File: config.mk
export PLATFORM = sky130hd
export DESIGN_NAME = high_low_game
export DESIGN_NICKNAME = d
export VERILOG_FILES = /design/src/rtl/high_low_game_pkg.sv /design/src/rtl/high_low_game_lfsr.sv /design/src/rtl/high_low_game.sv
export SDC_FILE = /design/constraint.sdc
export NUM_CORES = 1
export LEC_CHECK = 0
export BUFFER_PORTS_ARGS = -buffer_cell sky130_fd_sc_hd__buf_2
export CAP_MARGIN = 20
export CORE_UTILIZATION = 30
export CTS_CLUSTER_SIZE = 25
export DETAILED_ROUTE_END_ITERATION = 10
export SLEW_MARGIN = 15
export SYNTH_ARGS = -nofsm -noshare
export SYNTH_HDL_FRONTEND = slang
export SYNTH_SLANG_ARGS = --single-unit
export TNS_END_PERCENT = 30
File: constraint.sdc
create_clock -name clk -period 1.55 [get_ports clk]
set_clock_uncertainty 0.2 [all_clocks]
set_input_delay 0.31 -clock clk [delete_from_list [all_inputs] [get_ports clk]]
set_output_delay 0.31 -clock clk [all_outputs]
set_load 0.01 [all_outputs]
File: src/rtl/high_low_game_pkg.sv
// Shared definitions for the high/low guessing game: state codes, seed width,
// guess-result record and the guess comparison helper.
package high_low_game_pkg;

    localparam int MAX_GUESSES_DEFAULT = 6;
    localparam int SEED_W              = 4;

    localparam logic [1:0] ST_IDLE = 2'd0;
    localparam logic [1:0] ST_PLAY = 2'd1;
    localparam logic [1:0] ST_WIN  = 2'd2;
    localparam logic [1:0] ST_LOSE = 2'd3;

    localparam logic [SEED_W-1:0] SEED_RESET = 4'b0001;

    typedef struct packed {
        logic too_high;
        logic too_low;
        logic correct;
    } result_t;

    localparam result_t RESULT_NONE = '{too_high: 1'b0, too_low: 1'b0, correct: 1'b0};

    // Exactly one field is set for any pair of operands.
    function automatic result_t compare_guess(input logic [SEED_W-1:0] guess_i,
                                              input logic [SEED_W-1:0] target_i);
        result_t r;
        r.too_high = (guess_i > target_i);
        r.too_low  = (guess_i < target_i);
        r.correct  = (guess_i == target_i);
        return r;
    endfunction

endpackage

File: src/rtl/high_low_game_lfsr.sv
// Combinational next-value function of the 4-bit maximal-length seed LFSR.
module high_low_game_lfsr
    import high_low_game_pkg::*;
(
    input  logic [SEED_W-1:0] seed_i,
    output logic [SEED_W-1:0] seed_next_o
);

    // Shift left, feed back the XOR of the two top taps; period 15, never 0.
    always_comb begin
        seed_next_o = {seed_i[2:0], seed_i[3] ^ seed_i[2]};
    end

endmodule

File: src/rtl/high_low_game.sv
// High/low guessing game: a free-running seed becomes the hidden target on a
// new-game press; the player then has MAX_GUESSES tries to hit it.
module high_low_game
    import high_low_game_pkg::*;
#(
    parameter int MAX_GUESSES = MAX_GUESSES_DEFAULT
) (
    input  logic              clk,
    input  logic              reset,
    input  logic              newGame,
    input  logic              guessBtn,
    input  logic [SEED_W-1:0] guess,
    output logic              tooHigh,
    output logic              tooLow,
    output logic              correct,
    output logic [3:0]        guessCount,
    output logic              win,
    output logic              lose,
    output logic [SEED_W-1:0] target
);

    localparam logic [3:0] MAX_GUESSES_L = 4'(MAX_GUESSES);

    logic [SEED_W-1:0] seed_q, seed_d;
    logic              new_game_btn_q, new_game_btn_d;
    logic              guess_btn_q, guess_btn_d;
    logic [1:0]        state_q, state_d;
    logic [SEED_W-1:0] target_q, target_d;
    logic [3:0]        count_q, count_d;
    result_t           result_q, result_d;
    logic              win_q, win_d;
    logic              lose_q, lose_d;

    logic              new_game_edge_s;
    logic              guess_edge_s;
    logic [3:0]        count_inc_s;
    result_t           guess_result_s;

    high_low_game_lfsr u_lfsr (
        .seed_i      (seed_q),
        .seed_next_o (seed_d)
    );

    // Button edge detection and guess evaluation against the held target.
    always_comb begin
        new_game_btn_d  = newGame;
        guess_btn_d     = guessBtn;
        new_game_edge_s = newGame & ~new_game_btn_q;
        guess_edge_s    = guessBtn & ~guess_btn_q;
        count_inc_s     = count_q + 4'd1;
        guess_result_s  = compare_guess(guess, target_q);
    end

    // Game FSM; a new-game press overrides any simultaneous guess.
    always_comb begin
        state_d  = state_q;
        target_d = target_q;
        count_d  = count_q;
        result_d = result_q;
        if (new_game_edge_s) begin
            state_d  = ST_PLAY;
            target_d = seed_q;
            count_d  = 4'd0;
            result_d = RESULT_NONE;
        end else begin
            case (state_q)
                ST_PLAY: begin
                    if (guess_edge_s) begin
                        result_d = guess_result_s;
                        count_d  = count_inc_s;
                        if (guess_result_s.correct) begin
                            state_d = ST_WIN;
                        end else if (count_inc_s == MAX_GUESSES_L) begin
                            state_d = ST_LOSE;
                        end else begin
                            state_d = ST_PLAY;
                        end
                    end else begin
                        state_d = ST_PLAY;
                    end
                end
                ST_IDLE, ST_WIN, ST_LOSE: begin
                    state_d = state_q;
                end
                default: begin
                    state_d  = ST_IDLE;
                    count_d  = 4'd0;
                    result_d = RESULT_NONE;
                end
            endcase
        end
    end

    // Game-over indicators follow the next state so they register alongside it.
    always_comb begin
        win_d  = (state_d == ST_WIN);
        lose_d = (state_d == ST_LOSE);
    end

    // State registers; reset aborts any game in progress immediately.
    always_ff @(posedge clk or negedge reset) begin
        if (!reset) begin
            seed_q         <= SEED_RESET;
            new_game_btn_q <= 1'b0;
            guess_btn_q    <= 1'b0;
            state_q        <= ST_IDLE;
            target_q       <= 4'b0000;
            count_q        <= 4'd0;
            result_q       <= RESULT_NONE;
            win_q          <= 1'b0;
            lose_q         <= 1'b0;
        end else begin
            seed_q         <= seed_d;
            new_game_btn_q <= new_game_btn_d;
            guess_btn_q    <= guess_btn_d;
            state_q        <= state_d;
            target_q       <= target_d;
            count_q        <= count_d;
            result_q       <= result_d;
            win_q          <= win_d;
            lose_q         <= lose_d;
        end
    end

    assign tooHigh    = result_q.too_high;
    assign tooLow     = result_q.too_low;
    assign correct    = result_q.correct;
    assign guessCount = count_q;
    assign win        = win_q;
    assign lose       = lose_q;
    assign target     = target_q;

endmodule

# Yosys cells after proc, flatten, opt, wreduce, memory -nomap -nowiden
# Cells that the tools add are included.
dict set report totals {
  ff_bits 21
  latchBits 0
  ram_bits 0
  mem_bits_ro 0
  inputBits 8
  elab_cells 42
  memories 0
}
dict set report classes {
  addsub 1
  mul 0
  div_mod_pow 0
  magnitude_cmp 2
  eq_ne 7
  n_shift 0
  n_mux 11
  n_bitwise 5
  reduce_logical 5
}
# op n
set ops {}
lappend ops {{4-bit two-way mux} 3}
lappend ops {{3-bit two-way mux} 3}
lappend ops {{2-bit == test (second input constant)} 4}
lappend ops {{2-bit two-way mux} 4}
lappend ops {{4-bit by 1-bit adder with 4-bit output (second input constant)} 1}
lappend ops {{4-bit by 3-bit == test with 1-bit output (second input constant)} 1}
lappend ops {{4-bit == test} 1}
lappend ops {{4-bit > comparator} 1}
lappend ops {{4-bit less-than comparator} 1}
lappend ops {{2-bit case mux with 2 select lines} 1}
lappend ops {{2-bit nonzero test} 2}
lappend ops {{3-bit OR reduction} 1}
lappend ops {{1-bit AND} 2}
lappend ops {{2-bit by 1-bit == test with 1-bit output (second input constant)} 1}
lappend ops {{2-bit zero test} 1}
lappend ops {{1-bit inverter} 2}
lappend ops {{2-bit AND reduction} 1}
lappend ops {{1-bit bitwise XOR} 1}

# Logic depth before layout (Yosys ltp)
# Gate-level depths: netlist (run 1).
dict set report depth {
  word_depth 8
  ltp_mapped 6
  ltp_nobuf 6
}

# Hierarchy
# Synthesis (run 1) repeated with hierarchy kept, for this count alone.
dict set report unflattened {
  cells_unflattened 93
  area_unflattened_um2 993.5
}
# module instances cells_each area_each_um2
set by_module_without_submodules {}
lappend by_module_without_submodules {high_low_game 1 89 962.2}
lappend by_module_without_submodules {high_low_game_lfsr 1 4 31.3}

# Least setup slack after synthesis (run 1)
# No wires, ideal clock.
dict set report synth_path {
  path_kind {reg-to-reg}
  from {register count_q[0], in the netlist guessCount[0]}
  to {register state_q[1]}
  t_arrival_ns 1.315
  required_ns 1.251
  path_slack_ns -0.064
  stages_incl_launch_ff 6
  n_path_buf 0
  period_less_slack_ns 1.614
  cell_sequence {dfrtp_1 -> ha_1 -> inv_1 -> nor4b_1 -> a41oi_1 -> a311oi_1}
}
dict set report synth_via {
  elab_chain_len 7
}
# item line
set synth_rtl {}
lappend synth_rtl {{start, declared} high_low_game.sv:29} ;# logic [3:0] count_q, count_d;
lappend synth_rtl {{start signal, assigned} high_low_game.sv:118} ;# count_q <= count_d;
lappend synth_rtl {{4-bit by 1-bit adder with 4-bit output} high_low_game.sv:50} ;# count_inc_s = count_q + 4'd1;
lappend synth_rtl {{4-bit by 3-bit == test with 1-bit output} high_low_game.sv:73} ;# end else if (count_inc_s == MAX_GUESSES_L) begin
lappend synth_rtl {{2-bit two-way mux} high_low_game.sv:73}
lappend synth_rtl {{2-bit two-way mux} high_low_game.sv:71} ;# if (guess_result_s.correct) begin
lappend synth_rtl {{2-bit two-way mux} high_low_game.sv:68} ;# if (guess_edge_s) begin
lappend synth_rtl {{2-bit case mux with 2 select lines} high_low_game.sv:66} ;# case (state_q)
lappend synth_rtl {{2-bit two-way mux} high_low_game.sv:60} ;# if (new_game_edge_s) begin
lappend synth_rtl {{net state_d[1]} high_low_game.sv:27} ;# logic [1:0] state_q, state_d;
lappend synth_rtl {{end signal, assigned} high_low_game.sv:116} ;# state_q <= state_d;
lappend synth_rtl {{end, declared} high_low_game.sv:27}
# The timed path passes the listed nets, and every way through them passes these cells.
# A chain may end at the register's enable or synchronous reset.

# Worst setup path in the final report (run 1)
dict set report layout_path {
  from {register target_q[0], in the netlist target[0]}
  to {register win_q, in the netlist win}
}
dict set report layout_via {
  elab_chain_len 6
}
# item line
set layout_rtl {}
lappend layout_rtl {{start, declared} high_low_game.sv:28} ;# logic [SEED_W-1:0] target_q, target_d;
lappend layout_rtl {{start signal, assigned} high_low_game.sv:117} ;# target_q <= target_d;
lappend layout_rtl {{4-bit == test} high_low_game_pkg.sv:29} ;# r.correct = (guess_i == target_i);
lappend layout_rtl {{2-bit two-way mux} high_low_game.sv:71}
lappend layout_rtl {{2-bit two-way mux} high_low_game.sv:68}
lappend layout_rtl {{2-bit case mux with 2 select lines} high_low_game.sv:66}
lappend layout_rtl {{2-bit two-way mux} high_low_game.sv:60}
lappend layout_rtl {{2-bit == test} high_low_game.sv:96} ;# win_d = (state_d == ST_WIN);
lappend layout_rtl {{net win_d} high_low_game.sv:31} ;# logic win_q, win_d;
lappend layout_rtl {{end signal, assigned} high_low_game.sv:120} ;# win_q <= win_d;
lappend layout_rtl {{end, declared} high_low_game.sv:31}
# The timed path passes the listed nets, and every way through them passes these cells.

==> impl_results.md, run 1 <==
- DIE AREA: 3470 um2
- Critical path's slowest cell: dfrtp_1
- DIE WIDTH: 58.9 um
- Worst IR Drop VDD: 535 uV
- Crit path DAT: 1670 ps
- CTS Buffer Depth: 2
- Number of fill cells: 301
- Power Dens Cells: 810 nW/um2
- Worst setup SP type: flip-flop
- Port buffer count: 20
- H-tree depth: 1
- Worst Hold End: state_q[0]
- Yosys warns: 0
- TritonRoute pass-1 iters: 4
- Max Cap Violations: 0
- Vias in the first global route: 779
- Post-synthesis cell area: 971 um2
- Drt wl/cell: 12.2 um
- R2R cell count: 5
- Fin worst setup slack: -82.8 ps
- Syn-to-layout area delta: 44.8%
- Syn avg cell area: 10.8 um2
- DP Area: 1180 um2
- RSZ-0062 raised after global routing: true
- Row count: 20
- Final hold viol count: 0
- Worst-Margin Slew: between 400 and 500 ps
- CP Cell Sequence: ha_1 -> nand4_1 -> buf_4 -> nand4b_1 -> a21oi_2
- Initial Util: 0.318
- Synthesized instance count: 90
- WHS Path Cells: 4
- Post-synth cell types: 28
- Slew Viols, Final: 0
- Root buffer cell: clkbuf_4
- Worst reg2reg endpoint: win
- Failing checks: negative setup slack
- Largest net degree at the start of global routing: 22
- Outcome: complete, but fails checks
- Core Area: roughly 3100 um2
- Chip height: 58.9 um
- TritonCTS clock tree: built
- Share of the synthesized area in the top cell type: 0.515
- Total number of vias: between 700 and 800
- ANT cells: 0
- # setup viols final: 6
- Residual DRC: 0
- Worst min path class: input pin to flip-flop
- Register area share after synthesis: 0.543
- Io pins: 21
- Ys async rst share: 1.00
- Final Cycle Share: 1.05
- Yosys reg bits: 21
- Post-DR vias/cell: 4.46
- EDFF count, synth: 0
- Fmax: ~0.61 GHz
- Final Util: 0.461
- Clock transition at path regs: 130 ps
- Total power: 1140 uW
- FF+latch area: 531 um2
- Primary FF master, synth: dfrtp_1
- Reg2reg start: target[0]
- Startpoint of the worst hold path: guessBtn
- Req. time, crit path: 1590 ps
- Final net count: between 100 and 150
- Critical Path Max Stage Delay: ~420 ps
- Largest cells by area after synthesis: dfrtp_1 52%, ha_1 7.7%, nand2_1 4.3%
- R2r setup slk: -80 ps
- Final instance area: 1410 um2
- Area of the multi-input gates: 495 um2
- Leading area contributor after synthesis: dfrtp_1
- Layout cells sized above 1: 0.442
- Setup CP Type: flip-flop to flip-flop
- Total CTS buffers: 3
- Routability cong.: 0.732
- WHS: 115 ps
- Lkg Pwr: 0.000663 uW
- Fin crit period: between 1500 and 2000 ps
- Setup tns final: -242 ps
- Slew HR: 0.687
- Total track usage: 0.133
- GRT overflow: 0
- Antenna violations before repair: 0
- CTS sink cnt: 21
- Total wire length: about 2100 um
- DP Wirelength: 1410 um
- CP endpoint kind: flip-flop
- First-pass GRT wire length: 3390 um
- Post-route ant nets: 0
- Initial DRC Count: 7
- Maximum fanout along the worst path: 5
- Post-synthesis net count: 104
- Worst-Skew Late Latency: about 310 ps
[Yosys cell counts (all sizes together), types with 3 or more instances]
master	number
xor2	4
dfrtp	20
nor2	4
inv	8
nor2b	4
o21ai	5
a21oi	4
nand2	11
ha	6
nand2b	3
nand4	3
[routing by layer]
| layer | share of wire | up-vias | GRT usage |
|---|---|---|---|
| met4 | 0.013 | 0 | 0.0408 |
| li1 | - | 384 | - |
| met2 | 0.48 | 13 | 0.237 |
| met5 | 0 | - | 0 |
| met3 | 0.036 | 2 | 0.0330 |
| met1 | 0.47 | 373 | 0.156 |
[power by group]
part           switching (uW)  internal [uW]  total, uW  leakage [uW]
combinational             118            144        262      0.000377
clock                     173           98.4        271     0.0000139
sequential               28.5            578        606      0.000272
[metrics by stage]
stage / instances / setup WS [ps]
floorplan: 90 / -26.6
global placement: 161 / -101
detailed placement: 161 / -100
CTS: 170 / -57.2
global route: 173 / -162
finish: 173 / -82.8
[how the worst max path moves through the flow]
stage          endpoint      start
3_3_place_gp    tooHigh   guess[1]
4_1_cts             win  target[0]
3_5_place_dp    tooHigh   guess[1]
2_1_floorplan    tooLow  target[1]
6_report            win  target[0]
5_1_grt             win  target[2]
[timing repair]
item,CTS,global route
hold endpoints to repair,22,0
endpoints found under the setup margin,8,11
gates resized for setup,9,18
hold buffers,3,0
buffers inserted,2,3
pin swaps,8,7
[final cells by class]
class	count	share of cell area
Clock buffer	3	0.0160
Sequential cell	21	0.377
Tap cell	44	0.0391
Multi-Input combinational cell	60	0.352
Clock inverter	1	0.00534
Timing Repair Buffer	36	0.189
Inverter	8	0.0214
[cell families after synthesis]
kind of cell,after synthesis,synth area share
compound gates,16,0.107
xor+xnor,5,0.0451
fa+ha+maj,6,0.0773
buf+inv,9,0.0348
flops,21,0.543
simple gates,33,0.193
[worst max-delay path: cells and delay by family (launching register included)]
| kind | cells | cell delay (ps) |
|---|---|---|
| buffers and inverters | 1 | 180 |
| and+or+nand+nor | 2 | 320 |
| AOI/OAI and AO/OA | 1 | 140 |
| DFF | 1 | 420 |
| adders and majority gates | 1 | 300 |
[layout by cell type (no fill, tap or decap), types with 2 or more instances in the layout]
master and count:
nand2_1 11, o21a_1 2, nand2b_1 3, nand4_1 2
inv_1 5, a21oi_1 3, nor2b_1 4, ha_1 2
buf_2 17, dfrtp_1 17, o21ai_0 3, dlygate4sd3_1 3
clkbuf_4 3, dfrtp_2 3, buf_6 8, xor2_1 4
nand3_1 2, ha_4 3, nor2_1 3, inv_2 3
buf_4 8
[state kept, by name (all words and copies together), names as in the netlist]
signal,cells
win,1
target,4
tooLow,1
correct,1
guessCount,4
seed_q,4
guess_btn_q,1
tooHigh,1
new_game_btn_q,1
lose,1
state_q,2
(Power assumes the default switching activity.)
==> inputs of run 2 (changes only) <==
--- a/config.mk
+++ b/config.mk
@@ -10,6 +10,7 @@
 export CORE_UTILIZATION = 30
 export CTS_CLUSTER_SIZE = 25
 export DETAILED_ROUTE_END_ITERATION = 10
+export PLACE_DENSITY = 0.5
 export SLEW_MARGIN = 15
 export SYNTH_ARGS = -nofsm -noshare
 export SYNTH_HDL_FRONTEND = slang
==> impl_results.md, run 2 (synthesis gave the netlist of run 1 again) <==
- Crit path DAT: 1650 ps (-20 ps)
- Number of fill cells: 310 (+3.0%)
- Setup CP Type: flip-flop to flip-flop
- DIE AREA: 3470 um2 (unchanged)
- Total CTS buffers: 3 (unchanged)
- WHS Path Cells: 4 (unchanged)
- Worst-Margin Slew: 471 ps (+2.09 ps)
- Layout cells sized above 1: 0.426 (-0.0155)
- Io pins: 21 (unchanged)
- GRT overflow: 0 (unchanged)
- Initial DRC Count: 8 (+1)
- Total wire length: 2040 um (-3.8%)
- Vias in the first global route: 796 (+2.2%)
- TritonRoute pass-1 iters: 2 (-2)
- Syn-to-layout area delta: 45.0% (about the same)
- Dpl cells: 163 (+1.2%)
- ANT cells: 0 (unchanged)
- RSZ-0062 raised after global routing: true
- Row count: 20 (unchanged)
- CP endpoint kind: flip-flop
- DP Worst Slack: -147 ps (-47.1 ps)
- Outcome: complete, but fails checks
- Residual DRC: 0 (unchanged)
- Reg2reg start: target[2]
- Worst min path class: input pin to flip-flop
- Lkg Pwr: 0.000669 uW (+1.0%)
- Failing checks: negative setup slack
- Final instance area: 1410 um2 (about the same)
- Chip height: 58.9 um (unchanged)
- Fmax: 0.624 GHz (+1.9%)
- Worst IR Drop VDD: 389 uV (-27%)
- Power Dens Cells: 809 nW/um2 (-0.19%)
- Slew HR: 0.686 (-0.00140)
- Total power: 1140 uW (about the same)
- Maximum fanout along the worst path: 5 (unchanged)
- Final Cycle Share: 1.03 (-0.0197)
- Drt wl/cell: 11.8 um (-3.8%)
- Total number of vias: 768 (-0.52%)
- Core Area: 3050 um2 (unchanged)
- DP Area: 1200 um2 (+1.3%)
- Clock transition at path regs: 110 ps (-20 ps)
- Req. time, crit path: 1600 ps (about the same)
- Setup tns final: -154 ps (+87.8 ps)
- Most frequent cells in the layout: 18 x dfrtp_1, 16 x buf_2, 11 x nand2_1
- Commonest non-fill, non-tap cell in the layout: dfrtp_1
- Largest net degree at the start of global routing: 22 (unchanged)
- Fin worst setup slack: -52.3 ps (+30.5 ps)
- Port buffer count: 20 (unchanged)
- Worst Hold End: state_q[0]
- Max Cap Violations: 0 (unchanged)
- Final net count: 144 (unchanged)
- Post-DR vias/cell: 4.44 (-0.52%)
- DP Wirelength: 1400 um (-0.72%)
- Worst reg2reg endpoint: win
- Final hold viol count: 0 (unchanged)
- Antenna violations before repair: 0 (unchanged)
- CTS sink cnt: 21 (unchanged)
- First-pass GRT wire length: 3590 um (+5.9%)
- Total track usage: 0.146 (+0.0133)
- R2R cell count: 6 (+1)
- TritonCTS clock tree: built
- Fin crit period: 1600 ps (-30.5 ps)
- Worst-Skew Late Latency: 310 ps (about the same)
- # setup viols final: 6 (unchanged)
- Post-route ant nets: 0 (unchanged)
- Root buffer cell: clkbuf_4
- Slew Viols, Final: 0 (unchanged)
- H-tree depth: 1 (unchanged)
- Startpoint of the worst hold path: guessBtn
- CTS Buffer Depth: 2 (unchanged)
- Initial Util: 0.318 (unchanged)
- R2r setup slk: -50 ps (+30 ps)
- Routability cong.: 0.727 (-0.63%)
- Finished Layout Cells: 173 (unchanged)
- Worst setup SP type: flip-flop
- DIE WIDTH: 58.9 um (unchanged)
==> run 2: layout make-up <==
type / instances / area, um2 / area share
Clock buffer: 4 / 26.3 / 0.0187
Inverter: 8 / 30.0 / 0.0213
Multi-Input combinational cell: 60 / 495 / 0.352
Sequential cell: 21 / 529 / 0.376
Tap cell: 44 / 55.1 / 0.0391
Timing Repair Buffer: 36 / 272 / 0.193
==> run 2: worst max path at each step <==
| stage | end | from | slack, ps | depth (start not counted) |
|---|---|---|---|---|
| 6_report | win | target[2] | -50 | 6 |
| 4_1_cts | state_q[0] | target[0] | -30 | 4 |
| 3_3_place_gp | tooLow | guess[1] | -140 | 6 |
| 3_5_place_dp | tooLow | guess[1] | -150 | 6 |
| 2_1_floorplan | tooLow | target[1] | -30 | 6 |
| 5_1_grt | win | target[2] | -140 | 6 |
==> run 2: metrics by stage <==
stage          hold slack, ps  utilization
2_1_floorplan            -186            -
3_3_place_gp             99.7        0.393
3_5_place_dp              104        0.393
4_1_cts                  92.8        0.443
5_1_grt                   130        0.461
6_report                  130        0.461
==> run 2: worst max-delay path, cell delays in order, from the launching register on <==
cell      delay, ps
dfrtp_1         380
inv_2            60
ha_4            260
nand4_1         140
buf_4           190
nand4b_1        170
a21oi_1         130
==> run 2: timing repair <==
| action | 4_1_cts | 5_1_grt |
|---|---|---|
| hold endpoints to repair | 22 | 0 |
| setup endpoints to repair | 7 | 10 |
| resized for setup | 16 | 10 |
| setup buffers | 1 | 2 |
| hold buffers | 3 | 0 |
| pin swaps | 10 | 3 |
==> run 2: where the power goes <==
group | total, uW | internal, uW | switching, uW
combinational | 266 | 147 | 119
clock | 264 | 101 | 164
sequential | 609 | 577 | 31.4
==> run 2: per-layer routing <==
layer	vias up	routed length, um	GRT usage
li1	384	-	-
met1	368	987	0.185
met2	12	927	0.226
met3	4	79	0.0462
met4	0	41	0.0714
met5	-	0	0
